$ cat config.mk
export PLATFORM = sky130hd
export DESIGN_NAME = conv_cmd_sequencer
export DESIGN_NICKNAME = d
export VERILOG_FILES = /design/src/rtl/cvxif_pkg.sv /design/src/rtl/conv_out_dim.sv /design/src/rtl/conv_cmd_sequencer.sv
export SDC_FILE = /design/constraint.sdc
export NUM_CORES = 1
export LEC_CHECK = 0
export BUFFER_PORTS_ARGS = -buffer_cell sky130_fd_sc_hd__clkbuf_2
export CORE_MARGIN = 4
export CORE_UTILIZATION = 50
export CTS_CLUSTER_DIAMETER = 100
export DETAILED_ROUTE_END_ITERATION = 16
export PLACE_DENSITY = 0.88
export SETUP_SLACK_MARGIN = 0.02
export SLEW_MARGIN = 20
export SYNTH_ARGS = -nofsm -noshare
export SYNTH_HDL_FRONTEND = slang
export SYNTH_SLANG_ARGS = --single-unit
$ cat constraint.sdc
create_clock -name clk_i -period 3.7 [get_ports clk_i]
set_input_delay 0.555 -clock clk_i [delete_from_list [all_inputs] [get_ports clk_i]]
set_output_delay 0.555 -clock clk_i [all_outputs]
set_load 0.05 [all_outputs]
$ cat src/rtl/cvxif_pkg.sv
// rtl/cvxif_pkg.sv - shared types and constants for the CV-X-IF convolution command path
package cvxif_pkg;

    localparam int CONV_ADDR_W = 32;
    localparam int CONV_DIM_W  = 16;

    // funct3 encodings of the custom convolution instructions
    localparam logic [2:0] CMD_ADDR  = 3'd0;
    localparam logic [2:0] CMD_LDI   = 3'd1;
    localparam logic [2:0] CMD_LDW   = 3'd2;
    localparam logic [2:0] CMD_RADDR = 3'd3;

    typedef enum logic [1:0] {
        ERR_OK      = 2'd0,
        ERR_CFG     = 2'd1,
        ERR_SHAPE   = 2'd2,
        ERR_TIMEOUT = 2'd3
    } seq_err_e;

    typedef enum logic [1:0] {
        IDLE = 2'd0,
        CALC = 2'd1,
        RUN  = 2'd2
    } seq_state_e;

    typedef struct packed {
        logic [CONV_ADDR_W-1:0] W_addr;
        logic [CONV_ADDR_W-1:0] I_addr;
        logic [CONV_ADDR_W-1:0] R_addr;
        logic [CONV_DIM_W-1:0]  I_height;
        logic [CONV_DIM_W-1:0]  I_width;
        logic [CONV_DIM_W-1:0]  I_kernels;
        logic [CONV_DIM_W-1:0]  I_channels;
        logic [CONV_DIM_W-1:0]  W_height;
        logic [CONV_DIM_W-1:0]  W_width;
        logic [CONV_DIM_W-1:0]  W_kernels;
        logic [CONV_DIM_W-1:0]  W_channels;
        logic                   padding;
        logic                   Stride;
    } convolution;

endpackage

$ cat src/rtl/conv_out_dim.sv
// rtl/conv_out_dim.sv - combinational output dimension and fit check for one axis
module conv_out_dim #(
    parameter int DIM_W = 16
) (
    input  logic [DIM_W-1:0] in_dim,
    input  logic [DIM_W-1:0] k_dim,
    input  logic             pad,
    input  logic             stride,
    output logic [DIM_W-1:0] out_dim,
    output logic             fits
);

    // Two extra bits so padded size and the subtraction never wrap
    logic [DIM_W+1:0] padded;
    logic [DIM_W+1:0] diff;
    logic [DIM_W+1:0] shifted;

    // Padded extent, kernel fit flag and strided output size
    always_comb begin
        padded  = {2'b00, in_dim} + (pad ? (DIM_W+2)'(2) : (DIM_W+2)'(0));
        fits    = ({2'b00, k_dim} <= padded);
        diff    = padded - {2'b00, k_dim};
        shifted = stride ? (diff >> 1) : diff;
        out_dim = DIM_W'(shifted + (DIM_W+2)'(1));
    end

endmodule

$ cat src/rtl/conv_cmd_sequencer.sv
// rtl/conv_cmd_sequencer.sv - registers convolution commands, validates config, launches and supervises the engine
import cvxif_pkg::*;

module conv_cmd_sequencer #(
    parameter int          ADDR_W         = CONV_ADDR_W,
    parameter int          DIM_W          = CONV_DIM_W,
    parameter int unsigned TIMEOUT_CYCLES = 1048576
) (
    input  logic              clk_i,
    input  logic              rst_i,
    input  logic              cmd_valid_i,
    output logic              cmd_ready_o,
    input  logic [2:0]        funct3_i,
    input  logic [ADDR_W-1:0] rs0_i,
    input  logic [ADDR_W-1:0] rs1_i,
    input  logic              pad_i,
    input  logic              stride_i,
    output convolution        cfg_o,
    output logic [DIM_W-1:0]  out_h_o,
    output logic [DIM_W-1:0]  out_w_o,
    output logic              start_o,
    output logic              abort_o,
    input  logic              eng_done_i,
    output logic              busy_o,
    output logic              done_o,
    output logic [1:0]        err_o
);

    localparam logic [1:0] S_IDLE = 2'(IDLE);
    localparam logic [1:0] S_CALC = 2'(CALC);
    localparam logic [1:0] S_RUN  = 2'(RUN);

    logic [1:0]       state;
    logic [1:0]       state_nxt;
    logic             addr_v;
    logic             img_v;
    logic             wgt_v;
    logic [31:0]      wd_cnt;
    logic             wd_hit;
    logic             cmd_take;
    logic [DIM_W-1:0] h_dim;
    logic [DIM_W-1:0] w_dim;
    logic             h_fits;
    logic             w_fits;
    convolution       cfg_q;

    assign cmd_ready_o = (state == S_IDLE);
    assign cmd_take    = cmd_valid_i && cmd_ready_o;
    assign busy_o      = (state == S_CALC) || (state == S_RUN);
    assign cfg_o       = cfg_q;
    assign wd_hit      = (TIMEOUT_CYCLES != 0) && (wd_cnt == 32'(TIMEOUT_CYCLES));

    conv_out_dim #(.DIM_W(DIM_W)) u_dim_h (
        .in_dim  (cfg_q.I_height),
        .k_dim   (cfg_q.W_height),
        .pad     (cfg_q.padding),
        .stride  (cfg_q.Stride),
        .out_dim (h_dim),
        .fits    (h_fits)
    );

    conv_out_dim #(.DIM_W(DIM_W)) u_dim_w (
        .in_dim  (cfg_q.I_width),
        .k_dim   (cfg_q.W_width),
        .pad     (cfg_q.padding),
        .stride  (cfg_q.Stride),
        .out_dim (w_dim),
        .fits    (w_fits)
    );

    // Validation in CALC, completion/watchdog in RUN; strobes suppressed while in reset
    always_comb begin
        state_nxt = state;
        start_o   = 1'b0;
        abort_o   = 1'b0;
        done_o    = 1'b0;
        err_o     = 2'(ERR_OK);
        case (state)
            S_IDLE: begin
                if (cmd_take && funct3_i == CMD_RADDR) begin
                    state_nxt = S_CALC;
                end
            end
            S_CALC: begin
                state_nxt = S_IDLE;
                done_o    = 1'b1;
                if (!(addr_v && img_v && wgt_v)) begin
                    err_o = 2'(ERR_CFG);
                end else if (cfg_q.I_channels != cfg_q.W_channels) begin
                    err_o = 2'(ERR_SHAPE);
                end else if (!(h_fits && w_fits)) begin
                    err_o = 2'(ERR_SHAPE);
                end else begin
                    done_o    = 1'b0;
                    start_o   = 1'b1;
                    state_nxt = S_RUN;
                end
            end
            S_RUN: begin
                if (eng_done_i) begin
                    done_o    = 1'b1;
                    state_nxt = S_IDLE;
                end else if (wd_hit) begin
                    done_o    = 1'b1;
                    abort_o   = 1'b1;
                    err_o     = 2'(ERR_TIMEOUT);
                    state_nxt = S_IDLE;
                end
            end
            default: state_nxt = S_IDLE;
        endcase
        if (rst_i) begin
            start_o = 1'b0;
            abort_o = 1'b0;
            done_o  = 1'b0;
            err_o   = 2'(ERR_OK);
        end
    end

    // State register and watchdog counter, cleared whenever RUN is entered
    always_ff @(posedge clk_i) begin
        if (rst_i) begin
            state  <= S_IDLE;
            wd_cnt <= '0;
        end else begin
            state <= state_nxt;
            if (state == S_RUN) begin
                wd_cnt <= wd_cnt + 32'd1;
            end else begin
                wd_cnt <= '0;
            end
        end
    end

    // Operand capture for accepted commands; reserved funct3 values fall through untouched
    always_ff @(posedge clk_i) begin
        if (rst_i) begin
            cfg_q  <= '0;
            addr_v <= 1'b0;
            img_v  <= 1'b0;
            wgt_v  <= 1'b0;
        end else if (cmd_take) begin
            case (funct3_i)
                CMD_ADDR: begin
                    cfg_q.W_addr <= rs0_i;
                    cfg_q.I_addr <= rs1_i;
                    addr_v       <= 1'b1;
                end
                CMD_LDI: begin
                    cfg_q.I_height   <= rs0_i[DIM_W-1:0];
                    cfg_q.I_width    <= rs0_i[2*DIM_W-1:DIM_W];
                    cfg_q.I_kernels  <= rs1_i[DIM_W-1:0];
                    cfg_q.I_channels <= rs1_i[2*DIM_W-1:DIM_W];
                    img_v            <= 1'b1;
                end
                CMD_LDW: begin
                    cfg_q.W_height   <= rs0_i[DIM_W-1:0];
                    cfg_q.W_width    <= rs0_i[2*DIM_W-1:DIM_W];
                    cfg_q.W_kernels  <= rs1_i[DIM_W-1:0];
                    cfg_q.W_channels <= rs1_i[2*DIM_W-1:DIM_W];
                    cfg_q.padding    <= pad_i;
                    cfg_q.Stride     <= stride_i;
                    wgt_v            <= 1'b1;
                end
                CMD_RADDR: begin
                    cfg_q.R_addr <= rs0_i;
                end
                default: ;
            endcase
        end
    end

    // Output dimensions latch only on a successful launch
    always_ff @(posedge clk_i) begin
        if (rst_i) begin
            out_h_o <= '0;
            out_w_o <= '0;
        end else if (start_o) begin
            out_h_o <= h_dim;
            out_w_o <= w_dim;
        end
    end

endmodule

==> flow_metrics.tcl, run 1 <==
set metrics [dict create \
    post_synth_mux_area_share 0.0125 \
    crit_fanout 4 \
    netSwitchingPower_uw 2390 \
    globalRouteTotalUtil 0.300 \
    power.internal_uw 5550 \
    via_count 17200 \
    floorplan.die.height_microns 183 \
    cts_sinks 295 \
    part_of_the_cycle_the_worst_path_needs 1.24 \
    layout_min_cycle_time_ps 4590 \
    synth_simple_gate_area_share 0.243 \
    yosys.area.top_type_share 0.384 \
    violations "setup timing" \
    timing.critical_path.buf_inv 3 \
    synth-compound-area-share 0.178 \
    synth_sequential_area_ratio 0.384 \
    areaGrowthSynthToFinish_pct 35.3 \
    ctsRootBufferMaster "sky130_fd_sc_hd__clkbuf_16" \
    hpwlAfterDp_microns 37700 \
    io_pins 338 \
    clkLatencyLatePin_ps 590 \
    initial_core_util 0.513 \
    cts-buffers-inserted 30 \
    yosys.cell_types.count 77 \
    layout_setup_ws_ps -890 \
    slew_headroom 0.348 \
    finalSetupViolCount 35 \
    first_iter_violations 1664 \
    grt_first_pass_wirelength_microns 83800 \
    postSynth.asyncResetShare 0 \
    number_of_synthesized_flops_with_an_enable_pin 0 \
    cts.hold.buffers_added 0 \
    design_area_sq_mm 0.0208 \
    placementRows 63 \
    final_max_tran_viols 0 \
    sequentialPowerShare 0.413 \
    worstMarginPinSlew_ps 979 \
    timing.critical_path.cells "ha_4 -> ha_4 -> and3_4 -> buf_4 -> nand3_2 -> xnor2_2 -> ha_4 -> nand4_1 -> buf_4 -> nor2_2 -> o31ai_4 -> o211ai_1 -> a31o_1 -> a21o_1 -> or2_4 -> nor2_4 -> buf_12" \
    globalRouteOverflowTotal 0 \
    ys_warn_count 0 \
    synthesis.instances 2030 \
    synth-adder-area-share 0.0637 \
    synth_top_area_cell "sky130_fd_sc_hd__dfxtp_1" \
    number_of_global_route_vias_before_repair 16500 \
    detail_route.drc_violations 0 \
    vdd_ir_drop_max_mv 0.380 \
    power-per-cell-area_mw_per_mm2 382 \
    antenna_cells 0 \
    antenna_left 0 \
    criticalPathCategory "reg -> out" \
    max_freq_ghz 0.218 \
    port_buffers 337 \
    finalWeightedCongestion 0.963 \
    cts_htree_levels 1 \
    power_switching_share 0.301 \
    synth_xor_xnor_area_share 0.0661 \
    cp_data_arrival_time_ps 4030 \
    crit_path_start_kind "flop" \
    clock_network_power_share 0.369 \
    max_buffers_root_to_sink 3 \
    fin_skew_ps 32.8 \
    wire_per_inst_microns 19.2 \
    cpLargestDelayFamily "simple AND/OR/NAND/NOR gates" \
    max_cap_viol_count 0 \
    avgViaCountPerCell 5.88 \
    postSynth.topFlopCell "sky130_fd_sc_hd__dfxtp_1" \
    worstSetupEndpointType "output pin" \
    firstDrtPassIters 7 \
    result_of_the_run "finished with violations" \
    final_nets 2657 \
    timing.final.hold_violations 0 \
    cts_tree "done" \
    rsz0062_at_grt "true" \
    yosys.cell_count.top_type "sky130_fd_sc_hd__nand2_1" \
    worstHoldPathType "in -> reg" \
    floorplan.die_area_sq_mm 0.0336 \
    antenna_found_initial 0 \
    dp_worst_setup_slack_ps -379 \
    synth_fp_nets 2180 \
    placement.cell_area_sq_mm 0.0187 \
    fin_worst_hold_slack_ps 211 \
    clk_pin_slew_ps 60 \
    worstPathRequired_ps 3140 \
    die_width_microns 183 \
    crit_top_cell "sky130_fd_sc_hd__ha_4" \
    synth-seq-cells 295 \
    netlist_area_before_placement_sq_mm 0.0154 \
    netlist_top_cells_area "sky130_fd_sc_hd__dfxtp_1 38%, sky130_fd_sc_hd__nand2_1 13%, sky130_fd_sc_hd__a21oi_1 9.6%, sky130_fd_sc_hd__ha_1 6.1%, sky130_fd_sc_hd__xor2_1 3.5%" \
    pin_count_of_the_biggest_net_entering_global_routing 172 \
    combinational_family_with_the_most_area_after_synthesis "simple AND/OR/NAND/NOR gates" \
    netlist_top_cells_count "521 x sky130_fd_sc_hd__nand2_1, 295 x sky130_fd_sc_hd__dfxtp_1, 294 x sky130_fd_sc_hd__a21oi_1" \
    syn_area_per_cell_sq_um 7.57 \
    drt-total-wl_microns 56100 \
    post_route_cells_drive_above_1_share 0.317 \
    critPathMaxStageDelay_ps 380 \
    crit_slowest_cell "sky130_fd_sc_hd__dfxtp_4" \
    core-area_sq_mm 0.0300 \
    share_comb_of_total_power 0.219 \
    power.static_leakage_uw 0.00866 \
]
## sequential cells by signal (all words and copies together), names as in the netlist
name,cells
wgt_v,1
out_w_o,16
out_h_o,16
img_v,1
state,2
addr_v,1
wd_cnt,32
cfg_o,226
## area by class of cell
class | count | area, sq um
inverters | 86 | 325
clock buffers | 41 | 852
flip-flops and latches | 295 | 5940
well taps | 390 | 488
fillers | 2101 | 9170
multi-input cells | 1531 | 9580
clock inverters | 13 | 106
repair buffers | 563 | 3500
## path summary, 6_finish.rpt
kind | slack [ps] | from | cells after the start | end
hold / removal | 210 | rs1_i[25] | 3 | cfg_o[187]
setup / recovery | -890 | cfg_o[1] | 17 | start_o
hold reg to reg | 450 | cfg_o[130] | 2 | cfg_o[130]
setup reg to reg | -500 | cfg_o[1] | 18 | out_w_o[13]
## cell usage in the layout (no fill, tap or decap), types with 36 or more instances in the layout
master,instances
sky130_fd_sc_hd__ha_1,61
sky130_fd_sc_hd__dfxtp_1,277
sky130_fd_sc_hd__clkbuf_2,333
sky130_fd_sc_hd__nor2_1,116
sky130_fd_sc_hd__inv_1,84
sky130_fd_sc_hd__buf_4,211
sky130_fd_sc_hd__nand2_1,514
sky130_fd_sc_hd__xnor2_1,36
sky130_fd_sc_hd__xor2_1,50
sky130_fd_sc_hd__nand3_1,43
sky130_fd_sc_hd__a21oi_1,282
## metal layers
metal	share of wire	vias up	wire [microns]	global-route usage
met4	0.059	0	3320	0.145
met3	0.10	255	5730	0.0793
li1	-	7770	-	-
met1	0.36	8102	20100	0.349
met5	0	-	0	0
met2	0.48	1039	27000	0.513
## metrics by stage
step                setup TNS, ps  power, uW   util  cells
finish                      -8420       7940  0.694   2919
floorplan                    -796       4240      -   2030
detailed placement          -5220       4810  0.623   2828
CTS                         -5420       7790  0.671   2907
global placement            -2660       4770  0.623   2828
global route               -11930       8180  0.694   2919
## repair_timing
item | CTS | global route
buffers inserted | 25 | 18
gates resized for setup | 57 | 118
setup endpoints to repair | 34 | 36
pin swaps | 28 | 72
## kinds of logic after synthesis
logic type | Yosys count
AOI/OAI and AO/OA | 462
muxes | 19
buffers and inverters | 204
xor gates and xnor gates | 113
and+or+nand+nor | 860
DFF | 295
adders and majority gates | 77
## power groups by stage
stage	registers (uW)	logic, uW	clock network (uW)
floorplan	3510	732	0
global placement	3340	1430	0
global route	3280	1830	3070
CTS	3270	1560	2950
finish	3280	1740	2930
detailed placement	3340	1460	0
## tightest hold or removal path: stages
cell                       delay (ps)
sky130_fd_sc_hd__clkbuf_2         100
sky130_fd_sc_hd__nand2_1           50
sky130_fd_sc_hd__a21oi_1           50
(Power assumes the default switching activity.)
==> inputs of run 2 (changes only) <==
--- a/config.mk
+++ b/config.mk
@@ -6,6 +6,7 @@
 export NUM_CORES = 1
 export LEC_CHECK = 0
 export BUFFER_PORTS_ARGS = -buffer_cell sky130_fd_sc_hd__clkbuf_2
+export CORE_ASPECT_RATIO = 0.8
 export CORE_MARGIN = 4
 export CORE_UTILIZATION = 50
 export CTS_CLUSTER_DIAMETER = 100
==> run 2 against run 1 <==
Effect of this change:
- register-to-register slack worse by 280 ps
- clock power up 12%
- largest power group unchanged
- the run still ends with setup timing left
- global-route usage up 0.86 points
- largest cell class unchanged
- sequential share of layout area down 0.15 points
- first-iteration DRC count up 3.0%
==> flow_metrics.tcl, run 2 (synthesis results as in run 1) <==
set metrics [dict create \
    netSwitchingPower_uw 2380 \
    share_comb_of_total_power 0.207 \
    worstMarginPinSlew_ps 1070 \
    via_count 17200 \
    cp_data_arrival_time_ps 4030 \
    cts.hold.buffers_added 0 \
    globalRouteOverflowTotal 0 \
    layout_setup_ws_ps -884 \
    cts_htree_levels 1 \
    drt-total-wl_microns 57000 \
    core-area_sq_mm 0.0303 \
    clock_network_power_share 0.396 \
    clk_pin_slew_ps 60 \
    port_buffers 337 \
    crit_path_start_kind "flop" \
    firstDrtPassIters 8 \
    slew_headroom 0.286 \
    power.internal_uw 5870 \
    post_route_cells_drive_above_1_share 0.306 \
    antenna_left 0 \
    sequentialPowerShare 0.397 \
    antenna_found_initial 0 \
    initial_core_util 0.507 \
    worst_r2r_setup_slack_ps -780 \
    grt_first_pass_wirelength_microns 85200 \
    power_switching_share 0.288 \
    cts_tree "done" \
    cts-buffers-inserted 30 \
    criticalPathCategory "reg -> out" \
    rsz0062_at_grt "true" \
    floorplan.die.height_microns 165 \
    result_of_the_run "finished with violations" \
    io_pins 338 \
    hpwlAfterDp_microns 38900 \
    vdd_ir_drop_max_mv 0.370 \
    worstSetupEndpointType "output pin" \
    detail_route.drc_violations 0 \
    finalWeightedCongestion 0.972 \
    instances_no_fill 2959 \
    largest_reg_flops 226 \
    cts_sinks 295 \
    max_cap_viol_count 0 \
    placementRows 57 \
    areaGrowthSynthToFinish_pct 36.0 \
    worstPathRequired_ps 3140 \
    num-fill-cells 2121 \
    crit_fanout 4 \
    avgViaCountPerCell 5.82 \
    pin_count_of_the_biggest_net_entering_global_routing 103 \
    ctsRootBufferMaster "sky130_fd_sc_hd__clkbuf_16" \
    globalRouteTotalUtil 0.309 \
    worstHoldPathType "in -> reg" \
    wire_per_inst_microns 19.3 \
    first_iter_violations 1714 \
    fin_setup_tns_ps -14450 \
    fin_skew_ps 22.3 \
    layout_min_cycle_time_ps 4580 \
    most-common-layout-cells "518 x sky130_fd_sc_hd__nand2_1, 333 x sky130_fd_sc_hd__clkbuf_2, 286 x sky130_fd_sc_hd__a21oi_1" \
    timing.final.hold_violations 0 \
    max_freq_ghz 0.218 \
    final_max_tran_viols 0 \
    final_nets 2673 \
    die_width_microns 204 \
    floorplan.die_area_sq_mm 0.0336 \
    power.static_leakage_uw 0.00878 \
    mostFrequentLayoutCell "sky130_fd_sc_hd__nand2_1" \
    violations "setup timing" \
    power-per-cell-area_mw_per_mm2 395 \
    number_of_global_route_vias_before_repair 16500 \
    finalSetupViolCount 35 \
    part_of_the_cycle_the_worst_path_needs 1.24 \
    post-place-cells 2851 \
    max_buffers_root_to_sink 3 \
    clkLatencyLatePin_ps 590 \
]
[run 2: changes by cell type in the layout (fill, tap and decap cells not counted), moves of 6 or more]
cell,previous run,this run
sky130_fd_sc_hd__xor2_1,50,57
sky130_fd_sc_hd__buf_4,211,222
sky130_fd_sc_hd__xor2_2,11,4
sky130_fd_sc_hd__nor2_2,11,5
[run 2: power by group through the flow]
stage                     registers [uW]  clock network [uW]  logic [uW]
after floorplan                     3510                   0         732
after global placement              3340                   0        1450
after detailed placement            3340                   0        1480
after CTS                           3270                3290        1570
after global routing                3280                3420        1810
final                               3280                3270        1710
[run 2: final timing paths]
path                               endpoint  cells after the start       start
worst max-delay path                start_o                     16    cfg_o[1]
worst min-delay path               cfg_o[1]                      3       pad_i
worst max register to register  out_w_o[13]                     26    cfg_o[1]
worst min register to register   cfg_o[212]                      2  cfg_o[212]
[run 2: layout make-up]
class	count	area, sq um	share of cell area
well taps	413	517	0.0247
inverters	86	323	0.0155
multi-input cells	1531	9320	0.446
diodes	1	2.50	0.000120
repair buffers	579	3720	0.178
clock inverters	11	186	0.00892
clock buffers	43	891	0.0426
flip-flops and latches	295	5930	0.284
[run 2: what timing repair did]
| action | 4_1_cts | 5_1_grt |
|---|---|---|
| resized for setup | 66 | 75 |
| setup buffers | 33 | 18 |
| pin swaps | 51 | 37 |
| endpoints found under the setup margin | 35 | 35 |
| cloned | 3 | 1 |
[run 2: critical path, cell delays in order, from the launching register on]
cell	delay, ps
sky130_fd_sc_hd__dfxtp_2	360
sky130_fd_sc_hd__ha_4	170
sky130_fd_sc_hd__and3_4	220
sky130_fd_sc_hd__nand3_4	80
sky130_fd_sc_hd__buf_4	170
sky130_fd_sc_hd__nor2_2	160
sky130_fd_sc_hd__xor2_2	190
sky130_fd_sc_hd__ha_1	300
sky130_fd_sc_hd__a21oi_1	220
sky130_fd_sc_hd__a21oi_1	120
sky130_fd_sc_hd__o31ai_2	270
sky130_fd_sc_hd__o211ai_1	150
sky130_fd_sc_hd__a31o_1	290
sky130_fd_sc_hd__a21o_4	220
sky130_fd_sc_hd__or2_4	250
sky130_fd_sc_hd__nor2_4	120
sky130_fd_sc_hd__buf_12	150
[run 2: layer usage]
| layer | wire, microns | GRT usage | vias up | share of wire |
|---|---|---|---|---|
| met5 | 0 | 0 | - | 0 |
| met4 | 3110 | 0.137 | 0 | 0.055 |
| met3 | 6310 | 0.0801 | 246 | 0.11 |
| met2 | 26100 | 0.502 | 1130 | 0.46 |
| met1 | 21500 | 0.389 | 8025 | 0.38 |
| li1 | - | - | 7822 | - |
[run 2: stage by stage]
stage	cell area [sq um]	total power, uW	hold WS, ps	setup WS, ps	util
6_report	20900	8250	199	-884	0.689
3_5_place_dp	18700	4830	444	-445	0.617
5_1_grt	20900	8510	198	-966	0.689
2_1_floorplan	15500	4240	426	-467	-
4_1_cts	20400	8130	172	-837	0.674
3_3_place_gp	18700	4790	436	-253	0.617
